[src/rtl/sched_write_reg.sv]
// Register with per-write scheduled commit. Each write either commits at the
// accepting edge (delay 0) or waits in one of DEPTH countdown slots. A slot
// commits when its remaining count reaches 1 at an edge. When several commits
// land on the same edge, the most recently accepted write wins.
module sched_write_reg #(
  parameter int              WIDTH     = 4,
  parameter int              DEPTH     = 4,
  parameter int              DLY_W     = 4,
  parameter logic [WIDTH-1:0] RESET_VAL = WIDTH'(4),
  parameter int              TIME_W    = 16
) (
  input  logic                       clk,
  input  logic                       rst,
  input  logic                       wr_en,
  input  logic [WIDTH-1:0]           wr_data,
  input  logic [DLY_W-1:0]           wr_dly,
  output logic                       wr_ready,
  input  logic                       flush,
  output logic [WIDTH-1:0]           data_out,
  output logic                       upd,
  output logic [$clog2(DEPTH+1)-1:0] pending_cnt,
  output logic                       ovf,
  output logic [TIME_W-1:0]          time_cnt
);

  localparam int CNT_W = $clog2(DEPTH+1);
  // Two slots that expire together were accepted less than 2^DLY_W writes
  // apart, so one extra bit lets a wrapping difference order them.
  localparam int SEQ_W = DLY_W + 1;

  logic [DEPTH-1:0] slot_vld;
  logic [WIDTH-1:0] slot_data [DEPTH];
  logic [DLY_W-1:0] slot_rem  [DEPTH];
  logic [SEQ_W-1:0] slot_seq  [DEPTH];
  logic [SEQ_W-1:0] seq_ctr;

  logic                    accept;
  logic                    acc_imm;
  logic                    acc_dly;
  logic [DEPTH-1:0]        vld_nxt;
  logic [DEPTH-1:0]        load;
  logic                    taken;
  logic                    found;
  logic                    commit;
  logic [WIDTH-1:0]        win_data;
  logic [SEQ_W-1:0]        win_seq;
  logic signed [SEQ_W-1:0] diff;
  logic [CNT_W-1:0]        cnt_nxt;

  // Readiness comes only from the registered occupancy count.
  assign wr_ready = (pending_cnt < CNT_W'(DEPTH));

  // Pick the commit winner, free expiring slots, and choose a slot to load.
  always_comb begin
    accept   = wr_en && wr_ready;
    acc_imm  = accept && (wr_dly == '0);
    acc_dly  = accept && (wr_dly != '0);
    vld_nxt  = slot_vld;
    load     = '0;
    taken    = 1'b0;
    found    = 1'b0;
    win_data = data_out;
    win_seq  = '0;
    diff     = '0;
    cnt_nxt  = '0;
    for (int i = 0; i < DEPTH; i++) begin
      if (slot_vld[i] && (slot_rem[i] == DLY_W'(1))) begin
        vld_nxt[i] = 1'b0;
        if (!flush) begin
          diff = $signed(slot_seq[i] - win_seq);
          if (!found || (diff > 0)) begin
            found    = 1'b1;
            win_seq  = slot_seq[i];
            win_data = slot_data[i];
          end
        end
      end
    end
    commit = found;
    if (flush) vld_nxt = '0;
    // An immediate write is always the newest one at this edge.
    if (acc_imm) begin
      commit   = 1'b1;
      win_data = wr_data;
    end
    // Lowest slot that was free before this edge; freed slots wait a cycle.
    for (int i = 0; i < DEPTH; i++) begin
      if (acc_dly && !slot_vld[i] && !taken) begin
        load[i] = 1'b1;
        taken   = 1'b1;
      end
    end
    vld_nxt = vld_nxt | load;
    for (int i = 0; i < DEPTH; i++) begin
      cnt_nxt = cnt_nxt + CNT_W'(vld_nxt[i]);
    end
  end

  // Control state: occupancy, sequence tag, committed value, flags, counter.
  always_ff @(posedge clk) begin
    if (rst) begin
      slot_vld    <= '0;
      seq_ctr     <= '0;
      pending_cnt <= '0;
      data_out    <= RESET_VAL;
      upd         <= 1'b0;
      ovf         <= 1'b0;
      time_cnt    <= '0;
    end else begin
      slot_vld    <= vld_nxt;
      pending_cnt <= cnt_nxt;
      upd         <= commit;
      time_cnt    <= time_cnt + TIME_W'(1);
      if (acc_dly) seq_ctr <= seq_ctr + SEQ_W'(1);
      if (commit) data_out <= win_data;
      if (wr_en && !wr_ready) ovf <= 1'b1;
    end
  end

  // Slot payload: loaded on accept, counted down while occupied.
  always_ff @(posedge clk) begin
    for (int i = 0; i < DEPTH; i++) begin
      if (load[i]) begin
        slot_data[i] <= wr_data;
        slot_rem[i]  <= wr_dly;
        slot_seq[i]  <= seq_ctr;
      end else if (slot_vld[i]) begin
        slot_rem[i]  <= slot_rem[i] - DLY_W'(1);
      end
    end
  end

endmodule

[config.mk]
export PLATFORM = sky130hd
export DESIGN_NAME = sched_write_reg
export DESIGN_NICKNAME = d
export VERILOG_FILES = /design/src/rtl/sched_write_reg.sv
export SDC_FILE = /design/constraint.sdc
export NUM_CORES = 1
export LEC_CHECK = 0
export BUFFER_PORTS_ARGS = -buffer_cell sky130_fd_sc_hd__buf_2
export CAP_MARGIN = 20
export CORE_ASPECT_RATIO = 1.75
export CORE_MARGIN = 3
export CORE_UTILIZATION = 60
export DETAILED_ROUTE_END_ITERATION = 10
export GPL_TIMING_DRIVEN = 0
export PLACE_DENSITY = 0.78
export SETUP_SLACK_MARGIN = 0.02
export SYNTH_ARGS = -nofsm -noshare
export SYNTH_HDL_FRONTEND = slang
export SYNTH_SLANG_ARGS = --single-unit
[constraint.sdc]
create_clock -name clk -period 14 [get_ports clk]
set_input_delay 0.7 -clock clk [delete_from_list [all_inputs] [get_ports clk]]
set_output_delay 0.7 -clock clk [all_outputs]
set_load 0.02 [all_outputs]
==> flow_summary_export.csv, run 1 <==
group,metric,value,unit
clocking,hold_buffers,0,
pwr,pwr-share-comb,0.057,
route,drt_first_iter_violations,228,
route,wl_per_cell,16.6,um
placement,place_congestion,0.851,
clocking,cts_max_path_buffers,2,
worst_setup_path,crit_slowest_cell,"nor2_1",
die,dieWidth,70.9,um
synth,synth_cell_types,56,
synth,syn-num-nets,451,
synth,synth_area,0.00443,sq mm
clocking,ctsResizeCount,0,
final_layout,diodes,0,
timing,rsz0062_at_grt,"no",
timing,fin_crit_sh,0.630,
clocking,cts_buffers,9,
final_layout,fill_cells,512,
worst_setup_path,rr_endpoint,"data_out[2]",
final_layout,design_area,0.00502,sq mm
outcome,outcome,"completed",
pwr,p_int,426,uW
pwr,p_sw_frac,0.224,
worst_setup_path,r2r_start,"slot_rem[0][1]",
synth,ys_seq_area_frac,0.507,
synth,avgSynthCellArea,10.8,sq um
final_layout,drive_above_1_share,0.151,
worst_setup_path,ff2ff_path_depth,37,
timing,finalSetupViolations,0,
final_layout,fin_cells,547,
pwr,p_leak,1.93,nW
global_routing,antenna_found_initial,0,
final_layout,nets,498,
route,dr.pass1.iters,4,
worst_setup_path,worstSetupPathType,"reg -> reg",
die,start_util,0.632,
timing,max_freq,113,MHz
clocking,h-tree-depth,3,
synth,synth.largest_area_cell,"edfxtp_1",
pwr,clockPowerShare,0.428,
timing,skew,0.00562,ns
clocking,clk_pin_slew_worst_paths,0.06,ns
die,dieArea,0.00848,sq mm
die,core_area,0.00701,sq mm
synth,yosysTopAreaCellShare,0.353,
worst_setup_path,worstSetupStartpoint,"slot_rem[0][1]",
die,row_count,40,
clocking,post_cts_buffers,0,
worst_setup_path,cp_data_required_time,14.20,ns
timing,drv_slew,0,
pwr,pwr-share-seq,0.515,
pwr,ir_worst_vdd,126,uV
worst_hold_path,min_path_type,"reg -> reg",
synth,synth-edff-count,52,
worst_setup_path,reg2reg_slack,5.17,ns
timing,tightestPinTransition,0.962,ns
route,route.vias.total,3183,
global_routing,grt_pass1_vias,3367,
synth,ys_ff_latch,86,
timing,hold_viol_final,0,
route,antenna_left,0,
timing,slew_headroom,0.356,
worst_hold_path,whs_endpoint,"time_cnt[0]",
worst_setup_path,critPathMaxFanout,10,
clocking,cts_root_buf,"clkbuf_16",
worst_setup_path,cp-start-kind,"flop",
worst_hold_path,min_path_cells,1,
worst_setup_path,worst_setup_path_end_kind,"flop",
global_routing,grt_pass1_wl,15700,um
final_layout,syn_to_final_growth,13.4,%
synth,yosysMostFrequentCell,"edfxtp_1",
timing,setup_tns,0,ns
synth,async_reset_ff_frac,0,
die,fp.dieH,120,um
placement,dp.cells,531,
placement,dp_hpwl,6840,um
clocking,cts_num_sinks,86,
clocking,cts_tree,"done",
timing,layout_min_cycle_time,8.83,ns
global_routing,grt_usage,0.234,
run,maxCapViolations,0,
worst_setup_path,critPathArrivalTime,9.03,ns
pwr,p_sw,123,uW
synth,synth_common_cells,"52 x edfxtp_1, 45 x nor2_1, 34 x dfxtp_1, 31 x nand2_1, 26 x a21oi_1",
pwr,power,549,uW
clocking,clk_latency,0.34,ns
pwr,pwr_density_cell,109,mW/mm^2
route,drc,0,
global_routing,grt_overflow,0,
synth,yosysWarnings,0,
worst_setup_path,cpMostUsedCell,"inv_1",
route,wl,9100,um
die,io_pins,38,
placement,place_area,0.00472,sq mm
worst_setup_path,slowest_delay,0.56,ns
worst_hold_path,min_from,"time_cnt[0]",
global_routing,grt_max_degree,16,
placement,io_buffers,36,
synth,synth_cells,411,
synth,synth_area_leaders,"edfxtp_1 35%, dfxtp_1 15%, ha_1 6.8%, nor2_1 3.8%, xnor2_1 3.4%",
synth,synthFlopType,"edfxtp_1",
route,vias_per_cell,5.82,
timing,holdWs,0.465,ns
## power groups by stage
stage                     clock network, mW  logic, mW  registers, mW
final                                 0.235     0.0314          0.282
after global routing                  0.249     0.0353          0.283
after CTS                             0.238     0.0318          0.282
after detailed placement                  0     0.0312          0.288
after global placement                    0     0.0302          0.287
after floorplan                           0     0.0198          0.288
## worst max-delay path by stage
stage / endpoint / cells past startpoint
2_1_floorplan: data_out[2] / 36
3_3_place_gp: data_out[2] / 37
3_5_place_dp: data_out[2] / 37
4_1_cts: data_out[2] / 37
5_1_grt: data_out[2] / 37
6_report: data_out[2] / 37
## metal layers
metal / share of wire / global-route usage / up-vias
li1: - / - / 1567
met4: 0.029 / 0.104 / 0
met5: 0 / 0 / -
met1: 0.39 / 0.264 / 1530
met3: 0.031 / 0.0427 / 17
met2: 0.55 / 0.420 / 69
## through the flow
step / worst slack (ns) / util
5_1_grt: 4.31 / 0.716
2_1_floorplan: 6.43 / -
6_report: 5.17 / 0.716
4_1_cts: 5.10 / 0.716
3_5_place_dp: 5.15 / 0.673
3_3_place_gp: 5.26 / 0.672
## worst max-delay path, delay by kind of cell, from the launching register on
kind | cells | cell delay [ns]
simple gates | 9 | 2.29
compound gates | 11 | 2.14
fa+ha+maj | 6 | 1.62
buf+inv | 7 | 1.08
mux | 2 | 0.68
xor+xnor | 2 | 0.49
flops | 1 | 0.39
## layout by cell type (no fill, tap or decap), types with 4 or more instances in the layout
master and count:
a21o_1 7, a21oi_1 26, and2_1 4, and3_1 4
buf_2 38, clkbuf_1 10, clkbuf_16 10, dfxtp_1 34
edfxtp_1 52, fa_1 4, ha_1 24, inv_1 23
mux2i_1 8, nand2_1 31, nand2b_1 7, nand3_1 10
nand3b_1 5, nand4_1 4, nor2_1 45, nor2b_1 10
nor3_1 7, nor3b_1 4, o21ai_0 7, o22ai_1 4
or3_1 5, xnor2_1 17, xor2_1 12
## flip-flops by register name, indices dropped and copies added (netlist names)
name and count:
slot_seq 20, data_out 4, time_cnt 16, slot_vld 4, pending_cnt 3, slot_data 16, slot_rem 16, ovf 1
upd 1, seq_ctr 5
## cell type report
class | count | area, sq um | area share
sequential | 86 | 2240 | 0.447
multi-input combinational | 289 | 2050 | 0.409
clock buffer | 11 | 264 | 0.0526
timing repair buffer | 36 | 180 | 0.0359
tap | 84 | 105 | 0.0209
inverter | 23 | 86.3 | 0.0172
buffer | 13 | 51.3 | 0.0102
clock inverter | 5 | 38.8 | 0.00773
## cell families after synthesis
group,share of synthesized area
AO/OA/AOI/OAI,0.115
XOR/XNOR,0.0628
adder cells (fa/ha/maj),0.0859
buffers and inverters,0.0311
flip-flops,0.507
multiplexers,0.0283
AND/OR/NAND/NOR,0.170
No activity file was read; power rests on OpenSTA's default activity.
==> inputs of run 2 (changes only) <==
--- a/config.mk
+++ b/config.mk
@@ -9,10 +9,10 @@
 export CAP_MARGIN = 20
 export CORE_ASPECT_RATIO = 1.75
 export CORE_MARGIN = 3
-export CORE_UTILIZATION = 60
+export CORE_UTILIZATION = 54
 export DETAILED_ROUTE_END_ITERATION = 10
 export GPL_TIMING_DRIVEN = 0
-export PLACE_DENSITY = 0.78
+export PLACE_DENSITY = 0.74
 export SETUP_SLACK_MARGIN = 0.02
 export SYNTH_ARGS = -nofsm -noshare
 export SYNTH_HDL_FRONTEND = slang
==> constraint.sdc (replaced) <==
create_clock -name clk -period 7.7 [get_ports clk]
set_input_delay 0.385 -clock clk [delete_from_list [all_inputs] [get_ports clk]]
set_output_delay 0.385 -clock clk [all_outputs]
set_load 0.02 [all_outputs]
==> run 2 against run 1 <==
- non-clock buffer count increased by 23
- power increased by 91%
- combinational power increased by 100%
- clock power increased by 99%
- utilization decreased by 3.2 points
- critical path depth unchanged
- hold slack got worse by 0.18 ns
- setup slack got worse by 5.1 ns
- wire length increased by 7.5%
- critical path type unchanged
==> flow_summary_export.csv, run 2 (synthesis gave the netlist of run 1 again) <==
group,metric,value,unit
outcome,outcome,"completed",
clocking,cts_num_sinks,86,
die,row_count,43,
final_layout,nets,521,
route,antenna_left,0,
placement,preCtsSetupSlack,-1.23,ns
worst_setup_path,critPathMaxFanout,6,
global_routing,antenna_found_initial,0,
die,start_util,0.556,
global_routing,grt_usage,0.218,
die,io_pins,38,
timing,fin_crit_sh,0.989,
worst_setup_path,worstSetupPathType,"reg -> reg",
clocking,cts_tree,"done",
timing,rsz0062_at_grt,"yes",
timing,hold_viol_final,0,
clocking,h-tree-depth,3,
clocking,clk_pin_slew_worst_paths,0.06,ns
final_layout,largest_reg_flops,20,
die,dieWidth,74.4,um
placement,place_congestion,0.912,
global_routing,grt_max_degree,16,
timing,tightestPinTransition,0.989,ns
route,drt_first_iter_violations,211,
final_layout,fill_cells,569,
worst_hold_path,min_path_type,"in -> reg",
final_layout,drive_above_1_share,0.243,
worst_setup_path,crit_slowest_cell,"fa_2",
global_routing,grt_pass1_wl,15600,um
die,core_area,0.00796,sq mm
route,route.vias.total,3325,
pwr,pwr_density_cell,192,mW/mm^2
worst_setup_path,crit_buf_inv,7,
clocking,cts_root_buf,"clkbuf_16",
pwr,p_leak,2.11,nW
die,fp.dieH,126,um
final_layout,post-route-util,0.684,
clocking,cts_max_path_buffers,2,
placement,place_area,0.00472,sq mm
global_routing,grt_pass1_vias,3316,
final_layout,final_cell_mix,"52 x edfxtp_1, 43 x nor2_1, 36 x buf_2, 34 x dfxtp_1, 31 x nand2_1",
route,drc,0,
timing,skew,0.00694,ns
placement,io_buffers,36,
timing,finalSetupViolations,0,
timing,max_freq,131,MHz
worst_setup_path,cp_data_required_time,7.96,ns
worst_setup_path,cp-start-kind,"flop",
clocking,clk_latency,0.34,ns
clocking,cts_buffers,9,
final_layout,largest_register,"slot_seq",
global_routing,grt_overflow,0,
timing,setup_tns,0,ns
final_layout,syn_to_final_growth,23.2,%
placement,dp_hpwl,6830,um
route,wl_per_cell,17.0,um
route,dr.pass1.iters,4,
pwr,ir_worst_vdd,175,uV
worst_setup_path,worst_setup_path_end_kind,"flop",
die,dieArea,0.00936,sq mm
route,vias_per_cell,5.77,
final_layout,diodes,0,
worst_setup_path,critPathArrivalTime,7.87,ns
timing,slew_headroom,0.338,
timing,layout_setup_ws,0.0878,ns
final_layout,design_area,0.00545,sq mm
timing,drv_slew,0,
route,wl,9780,um
clocking,hold_buffers,0,
timing,layout_min_cycle_time,7.61,ns
final_layout,layout_commonest_cell,"edfxtp_1",
worst_setup_path,critPathTopFamily,"compound AO/OA/AOI/OAI gates",
timing,holdWs,0.284,ns
worst_setup_path,slowest_delay,0.54,ns
run,maxCapViolations,0,
[run 2: cell count changes in the layout (fill, tap and decap cells not counted), sizes merged]
cell	before	now
clkinvlp	1	0
clkinv	3	1
buf	39	62
clkbuf	21	23
bufinv	0	1
[run 2: per-layer routing]
| metal | up-vias | wire (um) | global-route usage |
|---|---|---|---|
| met3 | 32 | 423 | 0.0407 |
| met5 | - | 0 | 0 |
| met4 | 0 | 433 | 0.123 |
| li1 | 1610 | - | - |
| met2 | 86 | 5220 | 0.370 |
| met1 | 1597 | 3710 | 0.249 |
[run 2: layout make-up]
| cell class | instances | area [sq um] | share of cell area |
|---|---|---|---|
| Clock inverter | 3 | 47.5 | 0.00872 |
| Multi-Input combinational cell | 289 | 2230 | 0.408 |
| Tap cell | 90 | 113 | 0.0207 |
| Sequential cell | 86 | 2240 | 0.411 |
| Timing Repair Buffer | 60 | 379 | 0.0696 |
| Clock buffer | 13 | 283 | 0.0519 |
| Buffer | 12 | 73.8 | 0.0135 |
| Inverter | 23 | 86.3 | 0.0158 |
[run 2: final timing paths]
check / startpoint / end / slack (ns) / cells after the start
hold / removal: wr_data[1] / slot_data[0][1] / 0.28 / 1
setup / recovery: slot_rem[0][1] / data_out[0] / 0.09 / 37
setup reg to reg: slot_rem[0][1] / data_out[0] / 0.09 / 37
hold reg to reg: ovf / ovf / 0.48 / 2
[run 2: repair_timing]
item	CTS	global route
pin swaps	7	15
endpoints found under the setup margin	4	4
buffers inserted	11	13
resized for setup	18	31
[run 2: report_power, final]
part	switching, mW	leakage, nW	internal, mW
Combinational	0.0367	1.18	0.0262
Clock	0.174	0.161	0.293
Sequential	0.0119	0.761	0.503
[run 2: worst register-to-register path, delay by kind of cell, from the launching register on]
kind	cells	cell delay, ns
AO/OA/AOI/OAI	11	2.02
adder cells (fa/ha/maj)	7	1.90
AND/OR/NAND/NOR	9	1.77
buffers and inverters	7	0.69
XOR/XNOR	2	0.42
flip-flops	1	0.41
multiplexers	1	0.35
[run 2: metrics by stage]
stage / total power [mW] / cells
final: 1.05 / 576
after global placement: 0.578 / 537
after global routing: 1.08 / 576
after floorplan: 0.559 / 411
after detailed placement: 0.580 / 537
after CTS: 1.05 / 563
==> inputs of run 3 (changes only) <==
--- a/config.mk
+++ b/config.mk
@@ -12,7 +12,7 @@
 export CORE_UTILIZATION = 54
 export DETAILED_ROUTE_END_ITERATION = 10
 export GPL_TIMING_DRIVEN = 0
-export PLACE_DENSITY = 0.74
+export PLACE_DENSITY = 0.75
 export SETUP_SLACK_MARGIN = 0.02
 export SYNTH_ARGS = -nofsm -noshare
 export SYNTH_HDL_FRONTEND = slang
==> run 3 against run 2 <==
- the run now ends with negative setup slack left
- clock power decreased by 8.4%
- power decreased by 3.5%
- largest cell class unchanged
- count of clock-buffer cells in the layout decreased by 4
- cell area decreased by 0.78%
- highest routed layer unchanged
- cell count increased by 0.69%
- via count increased by 1.3%
- critical path type unchanged
- clock skew about the same
- die area unchanged
- register-to-register slack got worse by 0.13 ns
==> flow_summary_export.csv, run 3 (synthesis gave the netlist of run 1 again) <==
group,metric,value,unit
outcome,outcome,"finished, violations left",
outcome,violations,"negative setup slack",
clocking,hold_buffers,0,
timing,setup_tns,-0.0381,ns
final_layout,largest_reg_flops,20,
worst_setup_path,crit_buf_inv,6,
clocking,cts_max_path_buffers,2,
final_layout,fill_cells,589,
global_routing,antenna_found_initial,0,
timing,skew,0.00680,ns
final_layout,register_area,0.00224,sq mm
pwr,pwr-share-seq,0.511,
worst_setup_path,cp_data_required_time,7.90,ns
clocking,clk_latency,0.34,ns
pwr,p_leak,2.09,nW
route,drt_first_iter_violations,210,
die,dieWidth,74.4,um
clocking,cts_tree,"done",
global_routing,grt_pass1_wl,15700,um
pwr,pwr_density_cell,187,mW/mm^2
placement,place_area,0.00473,sq mm
global_routing,grt_usage,0.219,
global_routing,grt_max_degree,16,
final_layout,largest_register,"slot_seq",
clocking,clk_pin_slew_worst_paths,0.06,ns
timing,tightestPinTransition,0.933,ns
worst_hold_path,min_path_cells,1,
pwr,ir_worst_vdd,173,uV
timing,holdWs,0.289,ns
final_layout,design_area,0.00541,sq mm
worst_setup_path,critPathArrivalTime,7.94,ns
pwr,pwr-share-comb,0.065,
worst_setup_path,critPathMaxFanout,6,
timing,layout_setup_ws,-0.0381,ns
die,core_area,0.00796,sq mm
worst_setup_path,worst_setup_path_end_kind,"flop",
final_layout,syn_to_final_growth,22.2,%
worst_setup_path,r2r_start,"slot_rem[0][1]",
placement,dp_hpwl,7090,um
route,wl_per_cell,17.3,um
final_layout,nets,525,
global_routing,grt_pass1_vias,3349,
clocking,cts_root_buf,"clkbuf_16",
worst_setup_path,rr_endpoint,"data_out[2]",
final_layout,diodes,0,
final_layout,final_cell_mix,"52 x edfxtp_1, 44 x nor2_1, 36 x buf_2, 34 x dfxtp_1, 31 x nand2_1",
final_layout,layout_commonest_cell,"edfxtp_1",
timing,rsz0062_at_grt,"yes",
timing,finalSetupViolations,1,
clocking,cts_num_sinks,86,
timing,hold_viol_final,0,
route,dr.pass1.iters,5,
pwr,clockPowerShare,0.425,
worst_setup_path,ff2ff_path_depth,36,
run,maxCapViolations,0,
global_routing,grt_overflow,0,
timing,slew_headroom,0.376,
route,wl,10000,um
die,dieArea,0.00936,sq mm
worst_hold_path,min_path_type,"in -> reg",
worst_setup_path,crit_slowest_cell,"fa_2",
worst_setup_path,cp-start-kind,"flop",
worst_setup_path,critPathTopFamily,"simple AND/OR/NAND/NOR gates",
placement,io_buffers,36,
worst_hold_path,min_from,"wr_data[1]",
die,start_util,0.556,
clocking,cts_buffers,9,
worst_setup_path,slowest_delay,0.53,ns
route,drc,0,
timing,max_freq,129,MHz
route,vias_per_cell,5.81,
timing,drv_slew,0,
route,antenna_left,0,
pwr,p_sw,225,uW
die,row_count,43,
pwr,p_int,784,uW
route,route.vias.total,3367,
final_layout,multi_input_area,0.00220,sq mm
final_layout,drive_above_1_share,0.241,
worst_setup_path,reg2reg_slack,-0.04,ns
timing,fin_crit_sh,1.00,
timing,layout_min_cycle_time,7.74,ns
worst_setup_path,cpMostUsedCell,"ha_4",
pwr,p_sw_frac,0.223,
placement,place_congestion,0.835,
clocking,h-tree-depth,3,
worst_hold_path,whs_endpoint,"slot_data[3][1]",
die,io_pins,38,
die,fp.dieH,126,um
worst_setup_path,worstSetupPathType,"reg -> reg",
## run 3: changes by cell type in the layout (fill, tap and decap cells not counted), sizes merged
| cell | change |
|---|---|
| buf | +5 |
| clkbuf | -5 |
| clkinv | +3 |
| clkinvlp | +1 |
## run 3: metrics by stage
step	power, mW	instances	util	worst slack (ns)
2_1_floorplan	0.559	411	-	0.130
3_3_place_gp	0.578	537	0.593	-1.03
3_5_place_dp	0.580	538	0.595	-1.34
4_1_cts	1.01	568	0.658	0.0656
5_1_grt	1.05	580	0.679	-0.219
6_report	1.01	580	0.679	-0.0381
## run 3: cell type report
class / instances / area share
flip-flops and latches: 86 / 0.415
clock inverters: 7 / 0.0137
well taps: 90 / 0.0208
plain buffers: 12 / 0.0111
multi-input cells: 289 / 0.407
clock buffers: 9 / 0.0416
repair buffers: 64 / 0.0752
inverters: 23 / 0.0160
## run 3: timing repair
item                       in CTS  in global routing
pin swaps                      10                 24
resized for setup              23                 17
setup endpoints to repair       4                  4
setup buffers                  14                 13
## run 3: worst register-to-register path, delay by kind of cell (launching register included)
kind | cells | cell delay, ns
flip-flops | 1 | 0.42
XOR/XNOR | 2 | 0.46
multiplexers | 2 | 0.58
buffers and inverters | 6 | 0.56
adder cells (fa/ha/maj) | 7 | 1.88
AO/OA/AOI/OAI | 10 | 1.80
AND/OR/NAND/NOR | 9 | 1.90
## run 3: per-layer routing
metal	share of wire	vias up	wire length [um]	global-route usage
li1	-	1622	-	-
met3	0.040	25	405	0.0367
met1	0.38	1614	3830	0.240
met5	0	-	0	0
met4	0.035	0	352	0.107
met2	0.54	106	5460	0.393
## run 3: how the worst max path moves through the flow
stage | cells past startpoint | slack [ns] | start | to
finish | 36 | -0.04 | slot_rem[0][1] | data_out[2]
global route | 37 | -0.22 | slot_rem[0][1] | data_out[2]
CTS | 37 | 0.07 | slot_rem[0][1] | data_out[2]
detailed placement | 37 | -1.34 | slot_rem[0][1] | data_out[2]
global placement | 37 | -1.03 | slot_rem[0][1] | data_out[2]
floorplan | 36 | 0.13 | slot_rem[0][1] | data_out[2]
## run 3: power groups by stage
stage | clock network [mW] | logic (mW) | registers [mW]
2_1_floorplan | 0 | 0.0359 | 0.523
3_3_place_gp | 0 | 0.0550 | 0.523
3_5_place_dp | 0 | 0.0568 | 0.524
4_1_cts | 0.437 | 0.0613 | 0.514
5_1_grt | 0.458 | 0.0723 | 0.516
6_report | 0.428 | 0.0652 | 0.515
